===== config.mk =====
export PLATFORM = sky130hd
export DESIGN_NAME = ttt_turn_ctrl
export DESIGN_NICKNAME = d
export VERILOG_FILES = /design/src/rtl/ttt_turn_ctrl.sv
export SDC_FILE = /design/constraint.sdc
export NUM_CORES = 1
export LEC_CHECK = 0
export BUFFER_PORTS_ARGS = -buffer_cell sky130_fd_sc_hd__buf_2
export CORE_ASPECT_RATIO = 0.8
export CORE_UTILIZATION = 40
export CTS_CLUSTER_SIZE = 16
export DETAILED_ROUTE_END_ITERATION = 10
export PLACE_DENSITY = 0.8
export SLEW_MARGIN = 0
export SYNTH_ARGS = -nofsm -noshare
export SYNTH_HDL_FRONTEND = slang
export SYNTH_SLANG_ARGS = --single-unit

===== constraint.sdc =====
create_clock -name clk -period 5.8 [get_ports clk]
set_input_delay 0 -clock clk [delete_from_list [all_inputs] [get_ports clk]]
set_output_delay 0 -clock clk [all_outputs]
set_load 0.03 [all_outputs]

===== src/rtl/ttt_turn_ctrl.sv =====
// Turn scheduler and game controller for the 9-cell x 2-bank tic-tac-toe latch array.
// Optional macro TTT_WIN_MASK_EN adds the win_mask output.
module ttt_turn_ctrl #(
    parameter int START_PLAYER = 0,
    parameter int TURN_TIMEOUT = 0,
    parameter int TMR_W        = 32
) (
    input  logic        clk,
    input  logic        reset,
    input  logic        start,
    input  logic [17:0] latch_out,
    output logic [17:0] mem,
    output logic [8:0]  x_cells,
    output logic [8:0]  o_cells,
    output logic        turn,
    output logic        game_over,
    output logic [1:0]  winner,
    output logic        move_err,
`ifdef TTT_WIN_MASK_EN
    output logic [8:0]  win_mask,
`endif
    output logic        timeout_pulse
);

    typedef enum logic [2:0] {S_IDLE, S_PLAY, S_RELEASE, S_CHECK, S_DONE} state_t;
    typedef enum logic [1:0] {ACT_MOVE, ACT_ERR, ACT_TMO} act_t;

    localparam logic START_BIT = START_PLAYER[0];
    localparam logic [8:0] LINES [8] = '{9'h007, 9'h038, 9'h1C0, 9'h049,
                                         9'h092, 9'h124, 9'h111, 9'h054};

    state_t           state_q, state_d;
    act_t             act_q, act_d;
    logic [8:0]       xCells_q, xCells_d;
    logic [8:0]       oCells_q, oCells_d;
    logic             turn_q, turn_d;
    logic [1:0]       winner_q, winner_d;
    logic             moveErr_q, moveErr_d;
    logic             tmo_q, tmo_d;
    logic [TMR_W-1:0] timer_q, timer_d;
`ifdef TTT_WIN_MASK_EN
    logic [8:0]       winMask_q, winMask_d;
`endif

    logic [8:0] freeCells, sel, moverBoard, moverLines;
    logic       onePress, multiPress, timerExpired;

    // OR of every fully owned line on a board; non-zero means a win.
    function automatic logic [8:0] lineMask(input logic [8:0] b);
        logic [8:0] m;
        m = '0;
        for (int k = 0; k < 8; k++) begin
            if ((b & LINES[k]) == LINES[k]) m = m | LINES[k];
        end
        return m;
    endfunction

    assign freeCells    = ~(xCells_q | oCells_q);
    assign sel          = (turn_q ? latch_out[17:9] : latch_out[8:0]) & freeCells;
    assign multiPress   = (sel & (sel - 9'd1)) != 9'd0;
    assign onePress     = (sel != 9'd0) && !multiPress;
    assign timerExpired = (TURN_TIMEOUT != 0) && (timer_q == TMR_W'(TURN_TIMEOUT - 1));
    assign moverBoard   = turn_q ? oCells_q : xCells_q;
    assign moverLines   = lineMask(moverBoard);

    always_ff @(posedge clk) begin
        if (reset) begin
            state_q   <= S_IDLE;
            act_q     <= ACT_MOVE;
            xCells_q  <= '0;
            oCells_q  <= '0;
            turn_q    <= START_BIT;
            winner_q  <= 2'b00;
            moveErr_q <= 1'b0;
            tmo_q     <= 1'b0;
            timer_q   <= '0;
`ifdef TTT_WIN_MASK_EN
            winMask_q <= '0;
`endif
        end else begin
            state_q   <= state_d;
            act_q     <= act_d;
            xCells_q  <= xCells_d;
            oCells_q  <= oCells_d;
            turn_q    <= turn_d;
            winner_q  <= winner_d;
            moveErr_q <= moveErr_d;
            tmo_q     <= tmo_d;
            timer_q   <= timer_d;
`ifdef TTT_WIN_MASK_EN
            winMask_q <= winMask_d;
`endif
        end
    end

    always_comb begin
        state_d   = state_q;
        act_d     = act_q;
        xCells_d  = xCells_q;
        oCells_d  = oCells_q;
        turn_d    = turn_q;
        winner_d  = winner_q;
        moveErr_d = 1'b0;
        tmo_d     = 1'b0;
        timer_d   = '0;
`ifdef TTT_WIN_MASK_EN
        winMask_d = winMask_q;
`endif
        case (state_q)
            S_IDLE, S_DONE: begin
                if (start) begin
                    xCells_d = '0;
                    oCells_d = '0;
                    turn_d   = START_BIT;
                    winner_d = 2'b00;
`ifdef TTT_WIN_MASK_EN
                    winMask_d = '0;
`endif
                    state_d  = S_PLAY;
                end
            end
            S_PLAY: begin
                timer_d = timer_q + TMR_W'(1);
                // A press always wins over an expiring timer in the same cycle.
                if (onePress) begin
                    if (turn_q) oCells_d = oCells_q | sel;
                    else        xCells_d = xCells_q | sel;
                    act_d   = ACT_MOVE;
                    state_d = S_RELEASE;
                end else if (multiPress) begin
                    moveErr_d = 1'b1;
                    act_d     = ACT_ERR;
                    state_d   = S_RELEASE;
                end else if (timerExpired) begin
                    tmo_d   = 1'b1;
                    act_d   = ACT_TMO;
                    state_d = S_RELEASE;
                end
            end
            S_RELEASE: state_d = S_CHECK;
            S_CHECK: begin
                state_d = S_PLAY;
                if (act_q == ACT_MOVE) begin
                    if (moverLines != 9'd0) begin
                        winner_d = turn_q ? 2'b10 : 2'b01;
`ifdef TTT_WIN_MASK_EN
                        winMask_d = moverLines;
`endif
                        state_d  = S_DONE;
                    end else if ((xCells_q | oCells_q) == 9'h1FF) begin
                        winner_d = 2'b11;
`ifdef TTT_WIN_MASK_EN
                        winMask_d = '0;
`endif
                        state_d  = S_DONE;
                    end else begin
                        turn_d = ~turn_q;
                    end
                end else if (act_q == ACT_TMO) begin
                    turn_d = ~turn_q;
                end
            end
            default: state_d = S_IDLE;
        endcase
    end

    // Enable mask depends only on registered state, never on latch_out.
    always_comb begin
        mem = '0;
        if (state_q == S_PLAY) begin
            if (turn_q) mem[17:9] = freeCells;
            else        mem[8:0]  = freeCells;
        end
    end

    assign x_cells       = xCells_q;
    assign o_cells       = oCells_q;
    assign turn          = turn_q;
    assign game_over     = (state_q == S_DONE);
    assign winner        = winner_q;
    assign move_err      = moveErr_q;
    assign timeout_pulse = tmo_q;
`ifdef TTT_WIN_MASK_EN
    assign win_mask      = winMask_q;
`endif

endmodule


==> Word level (Yosys, flattened, before mapping) <==
Cells that the tools add are included.
{ "classes": {"n_addsub": 1, "eq_ne": 24, "mux": 42, "bitwise": 8, "n_reduce_logical": 18} }
{ "ops": {"columns": ["operator", "n"], "rows": [
  ["$mux W9", 12],
  ["$pmux W9 S2", 2],
  ["$eq A3 B3 Y1 const B", 9],
  ["$or A9 B9 Y9", 3],
  ["$reduce_bool A9 Y1", 3],
  ["$mux W3", 7],
  ["$and A9 B9 Y9", 2],
  ["$mux W18", 1],
  ["$ne A3 B3 Y1 const B", 5],
  ["$mux W2", 7],
  ["$mux W7", 2],
  ["$pmux W3 S4", 1],
  ["$reduce_and A4 Y1", 3],
  ["$ne A2 B2 Y1 const B", 5],
  ["$eq A9 B9 Y1 const B", 1],
  ["$not A9 Y9", 1],
  ["$sub A9 B1 Y9 const B", 1],
  ["$mux W8", 1],
  ["$eq A3 B2 Y1 const B", 2],
  ["$mux W1", 6],
  ["$mux W6", 1],
  ["$reduce_bool A2 Y1", 3],
  ["$reduce_and A5 Y1", 1],
  ["$pmux W2 S2", 1],
  ["11 further kinds", 13]
]} }
{ "word_totals": {"register_bits": 27, "inputBits": 21, "out_inout_bits": 42, "word_cells": 100} }

==> Depth between registers and ports, before layout <==
{ "depth": {"ltp_word": 14, "mapped_depth": 7, "mapped_depth_nobuf": 6} }

==> Worst setup path after synthesis <==
OpenSTA, ideal clock, no wires.
{ "synth_timing": {"kind": "flip-flop to flip-flop", "startpoint": "register turn_q (netlist: turn)", "endpoint": "register state_q[0]", "setup_ns": 0.100, "arrival_time_ns": 2.197, "t_required_ns": 5.700, "path_slack_ns": 3.503, "stages_incl_launch_ff": 8, "path_buffers": 1, "synth_period_minus_slack_ns": 2.297, "cell_sequence": "dfxtp_1 -> buf_6 -> mux2_4 -> a222oi_1 -> and3_4 -> nand2_1 -> o311a_1 -> a2111oi_4"} }
{ "synth_via": {"elab_chain_len": 14, "word_cells_on_any_way": 32, "cone_classes": "add/sub (1); eq/ne (9); mux (14); bitwise (2); reduce/logical (6)"} }
{ "synth_rtl": {"columns": ["element", "line_no", "text"], "rows": [
  ["from (decl)", "36", "logic turn_q, turn_d;"],
  ["from (signal assigned)", "85", "turn_q <= turn_d;"],
  ["$mux W9", "63", "assign moverBoard = turn_q ? oCells_q : xCells_q;"],
  ["$eq A3 B3 Y1", "53", "if ((b & LINES[k]) == LINES[k]) m = m | LINES[k];"],
  ["$mux W3", "53", null],
  ["$mux W6", "53", null],
  ["$mux W9", "53", null],
  ["$mux W7", "53", null],
  ["$mux W8", "53", null],
  ["$mux W9 (2 in series)", "53", null],
  ["$mux W7", "53", null],
  ["$reduce_bool A9 Y1", "144", "if (moverLines != 9'd0) begin"],
  ["$mux W3", "144", null],
  ["$mux W3", "143", "if (act_q == ACT_MOVE) begin"],
  ["$pmux W3 S4", "109", "case (state_q)"],
  ["to (signal assigned)", "81", "state_q <= state_d;"],
  ["to (decl)", "32", "state_t state_q, state_d;"]
]} }
Parallel ways exist; a longest one is shown, timed or not.
A chain may end at the register's enable or synchronous reset.

==> Worst setup path in the final report <==
{ "layout_timing": {"startpoint": "register turn_q (netlist: turn)", "endpoint": "register xCells_q[2] (netlist: x_cells[2])"} }
{ "layout_via": {"elab_chain_len": 9, "word_cells_on_any_way": 15, "cone_classes": "add/sub (1); eq/ne (2); mux (4); bitwise (3); reduce/logical (5)"} }
{ "layout_rtl": {"columns": ["element", "line_no", "text"], "rows": [
  ["$mux W9", "59", "assign sel = (turn_q ? latch_out[17:9] : latch_out[8:0]) & freeCells;"],
  ["$and A9 B9 Y9", "59", null],
  ["$sub A9 B1 Y9", "60", "assign multiPress = (sel & (sel - 9'd1)) != 9'd0;"],
  ["$and A9 B9 Y9", "60", null],
  ["$reduce_bool A9 Y1", "60", null],
  ["$logic_not A1 Y1", "61", "assign onePress = (sel != 9'd0) && !multiPress;"],
  ["$logic_and A1 B1 Y1", "61", null],
  ["$ne A2 B2 Y1 (no line)", null, null],
  ["$reduce_and A4 Y1 (no line)", null, null],
  ["to (signal assigned)", "83", "xCells_q <= xCells_d;"],
  ["to (decl)", "34", "logic [8:0] xCells_q, xCells_d;"]
]} }
Parallel ways exist; a longest one is shown, timed or not. The select of a mux whose other input is x is not followed.

==> metrics <==
status=complete, no violations; Final Setup Violations=0; sequential cell area=520.5 sq um; CP max FO=15; Clk pwr share=0.288; Worst VDD drop=0.09169 mV; cell accounting for the most synthesized area=dfxtp_1; CTS tree=done; Via Count=approximately 1800; gpl congestion=just under 0.9; Clock Latency Late Sink=0.27 ns; Post-DRT Antenna Nets=0; Least-Margin Pin Slew=0.6607 ns; clock root buffer=clkbuf_8; endpoint class of the critical path=flip-flop; pin count of the biggest net entering global routing=20; boundary pin count=63; Post-CTS Setup Bufs=0; CP Launch Type=flip-flop; wire length per cell after detailed routing=14.33 um; Logic pwr share=0.250; antenna violations before repair=0; register share of total power=0.463; global-route wire length before repair=6969 um; core area=3829 sq um; mapped cell area=between 1500 and 2000 sq um; post-CTS resize count=0; Post-CTS Hold Fix Bufs=0; fin crit share=0.4511; Reg2Reg Depth=6; share of the synthesized area in the top cell type=0.3237; kind of critical path=reg -> reg; CTS buffer count=3; warning count from the yosys run=0; sum of negative setup slack=0 ns; Inserted Diodes=0; layout cell share with drive strength beyond 1=0.3228; P_sw=~130 uW; crit path DAT=2.82 ns; ys flop type=dfxtp_1; Die Y=58.71 um; #FFs+latches synth=26; crit path to=x_cells[2]$_SDFFE_PP0P_; Int Pwr=279.6 uW; Critical Path RT=6.00 ns; TritonCTS Sinks=26; cell row count=20; Avg Inst Size Synth=8.079 sq um; f_max=382.2 MHz; via/cell ratio=5.702; multi-input logic area=992.2 sq um; RSZ-0062 raised after global routing=no; register area share after synthesis=0.3237; filler cell count=369; Die W=72.88 um; Clock transition at path regs=about 0.090 ns; r2r setup slk=3.18 ns; total congestion overflow=0; FF-to-FF Start=turn$_SDFFE_PP0P_; detailed placement HPWL=3239 um; first-pass iteration count of the detailed router=6; Clock Tree Buf Depth=2; number of library cell types mapped by synthesis=46; number of synthesized flops with an enable pin=0; DRT Wirelength=4428 um; Final Hold Vio Count=0; fraction of registers with async set/reset=0; RR Endpoint=x_cells[2]$_SDFFE_PP0P_; CTS H-tree lvls=1; Total Routing Usage GR=0.2128; initial DRC count=~200; normalized max-slew margin=0.5589; Syn Inst Count=199; P_leak=around 0.0009 uW; Tmin final=2.616 ns; max-cap check violation count=0; setup ws final=between 3 and 4 ns; Worst Skew=0.005884 ns; Sw Ratio=0.3184; vias in the first global route=1454; post-synth net total=between 200 and 250; Place WS=3.246 ns; IO Port Bufs=61; pins over their slew limit=0; Area growth, synth to finish=23.81%; HP Class=in -> reg; Critical Path Start=turn$_SDFFE_PP0P_; Pwr per Cell Area=206.1 nW/um^2; Synth area leaders=dfxtp_1 32%, nor3_1 6.5%, nand2_1 5.1%; DRC violations left=0; Layout Nets=276; starting density of the core=0.4199; die area=about 4300 sq um
cell usage in the layout (no fill, tap or decap), types with 2 or more instances in the layout:
cell	instances
buf_2	61
dfxtp_1	26
nand2_1	22
nor3_1	21
nor2_1	13
o21ai_0	12
inv_1	11
mux2_2	6
a222oi_1	6
a21oi_1	6
nor4_1	6
a21o_1	5
a22oi_1	5
mux2i_1	4
a22o_1	4
nand3_1	4
clkbuf_8	4
or3_1	3
o21ai_1	3
o22ai_1	3
nand2b_1	3
o211ai_1	2
o221ai_1	2
through the flow:
| stage | instances | instance area [sq um] | hold slack [ns] | utilization | power, uW |
|---|---|---|---|---|---|
| after global routing | 309 | 1991 | 0.05890 | 0.5199 | 429.5 |
| final | 309 | 1991 | 0.04153 | 0.5199 | 410.2 |
| after global placement | 305 | 1936 | 0.3207 | 0.5056 | 294.6 |
| after detailed placement | 305 | 1936 | 0.3196 | 0.5056 | 295.1 |
| after floorplan | 199 | 1608 | 0.1818 | - | 268.3 |
| after CTS | 309 | 1991 | 0.03856 | 0.5199 | 410.4 |
synthesized netlist by cell type (2+ instances only):
cell / number
clkbuf_1: 8
a22oi_1: 5
nand2_1: 22
nand3_1: 4
nor3_1: 21
inv_1: 11
o22ai_1: 3
mux2_2: 6
nand2b_1: 3
a22o_1: 4
a21o_1: 5
nor2_1: 13
nor4_1: 6
o221ai_1: 2
dfxtp_1: 26
a222oi_1: 6
o21ai_0: 12
o211ai_1: 2
o21ai_1: 3
a21oi_1: 6
mux2i_1: 4
or3_1: 3
power groups by stage:
stage	Combinational, uW	Sequential [uW]	Clock (uW)
2_1_floorplan	76.1	192	0
3_3_place_gp	101	193	0
3_5_place_dp	102	194	0
4_1_cts	102	190	119
5_1_grt	112	191	127
6_report	102	190	118
registers in the layout, indices dropped and copies added, names as in the netlist:
signal / cells
o_cells: 9
x_cells: 9
state_q: 3
winner: 2
act_q: 1
move_err: 1
turn: 1
layout make-up:
type / count / share of cell area
sequential: 26 / 0.2615
timing repair buffer: 62 / 0.1571
inverter: 11 / 0.02074
clock buffer: 4 / 0.02766
tap: 55 / 0.03457
multi-input combinational: 151 / 0.4984
cells by family (layout without fill, tap and decap cells):
family / Yosys count / count (layout) / share of synthesized area
AO/OA/AOI/OAI: 55 / 55 / 0.2623
multiplexers: 11 / 11 / 0.07626
XOR/XNOR: 1 / 1 / 0.01012
flip-flops: 26 / 26 / 0.3237
buffers and inverters: 22 / 77 / 0.05914
other: 1 / 1 / 0.002332
adder cells (fa/ha/maj): 1 / 1 / 0.006226
AND/OR/NAND/NOR: 82 / 82 / 0.2599
metal layers:
metal | global-route usage | up-vias | part of all wire
met3 | 0.03938 | 8 | 0.080
li1 | - | 855 | -
met5 | 0 | - | 0
met4 | 0.07003 | 0 | 0.017
met1 | 0.3095 | 806 | 0.48
met2 | 0.3164 | 93 | 0.42
how the worst min path moves through the flow:
stage,cells after the start,slack (ns),startpoint,to
floorplan,2,0.18,start,state_q[2]$_SDFFE_PP0P_
global placement,3,0.32,start,state_q[2]$_SDFFE_PP0P_
detailed placement,3,0.32,start,state_q[2]$_SDFFE_PP0P_
CTS,3,0.04,start,state_q[2]$_SDFFE_PP0P_
global route,3,0.06,start,state_q[2]$_SDFFE_PP0P_
finish,3,0.04,start,state_q[2]$_SDFFE_PP0P_
critical path: stages, from the launching register on:
cell and delay [ns]:
dfxtp_1 0.75, mux2_2 0.45, a222oi_1 0.40, and2_2 0.29, xor2_2 0.16, nand4b_2 0.27, o21ai_0 0.23
Power figures use the tool's default switching activity.
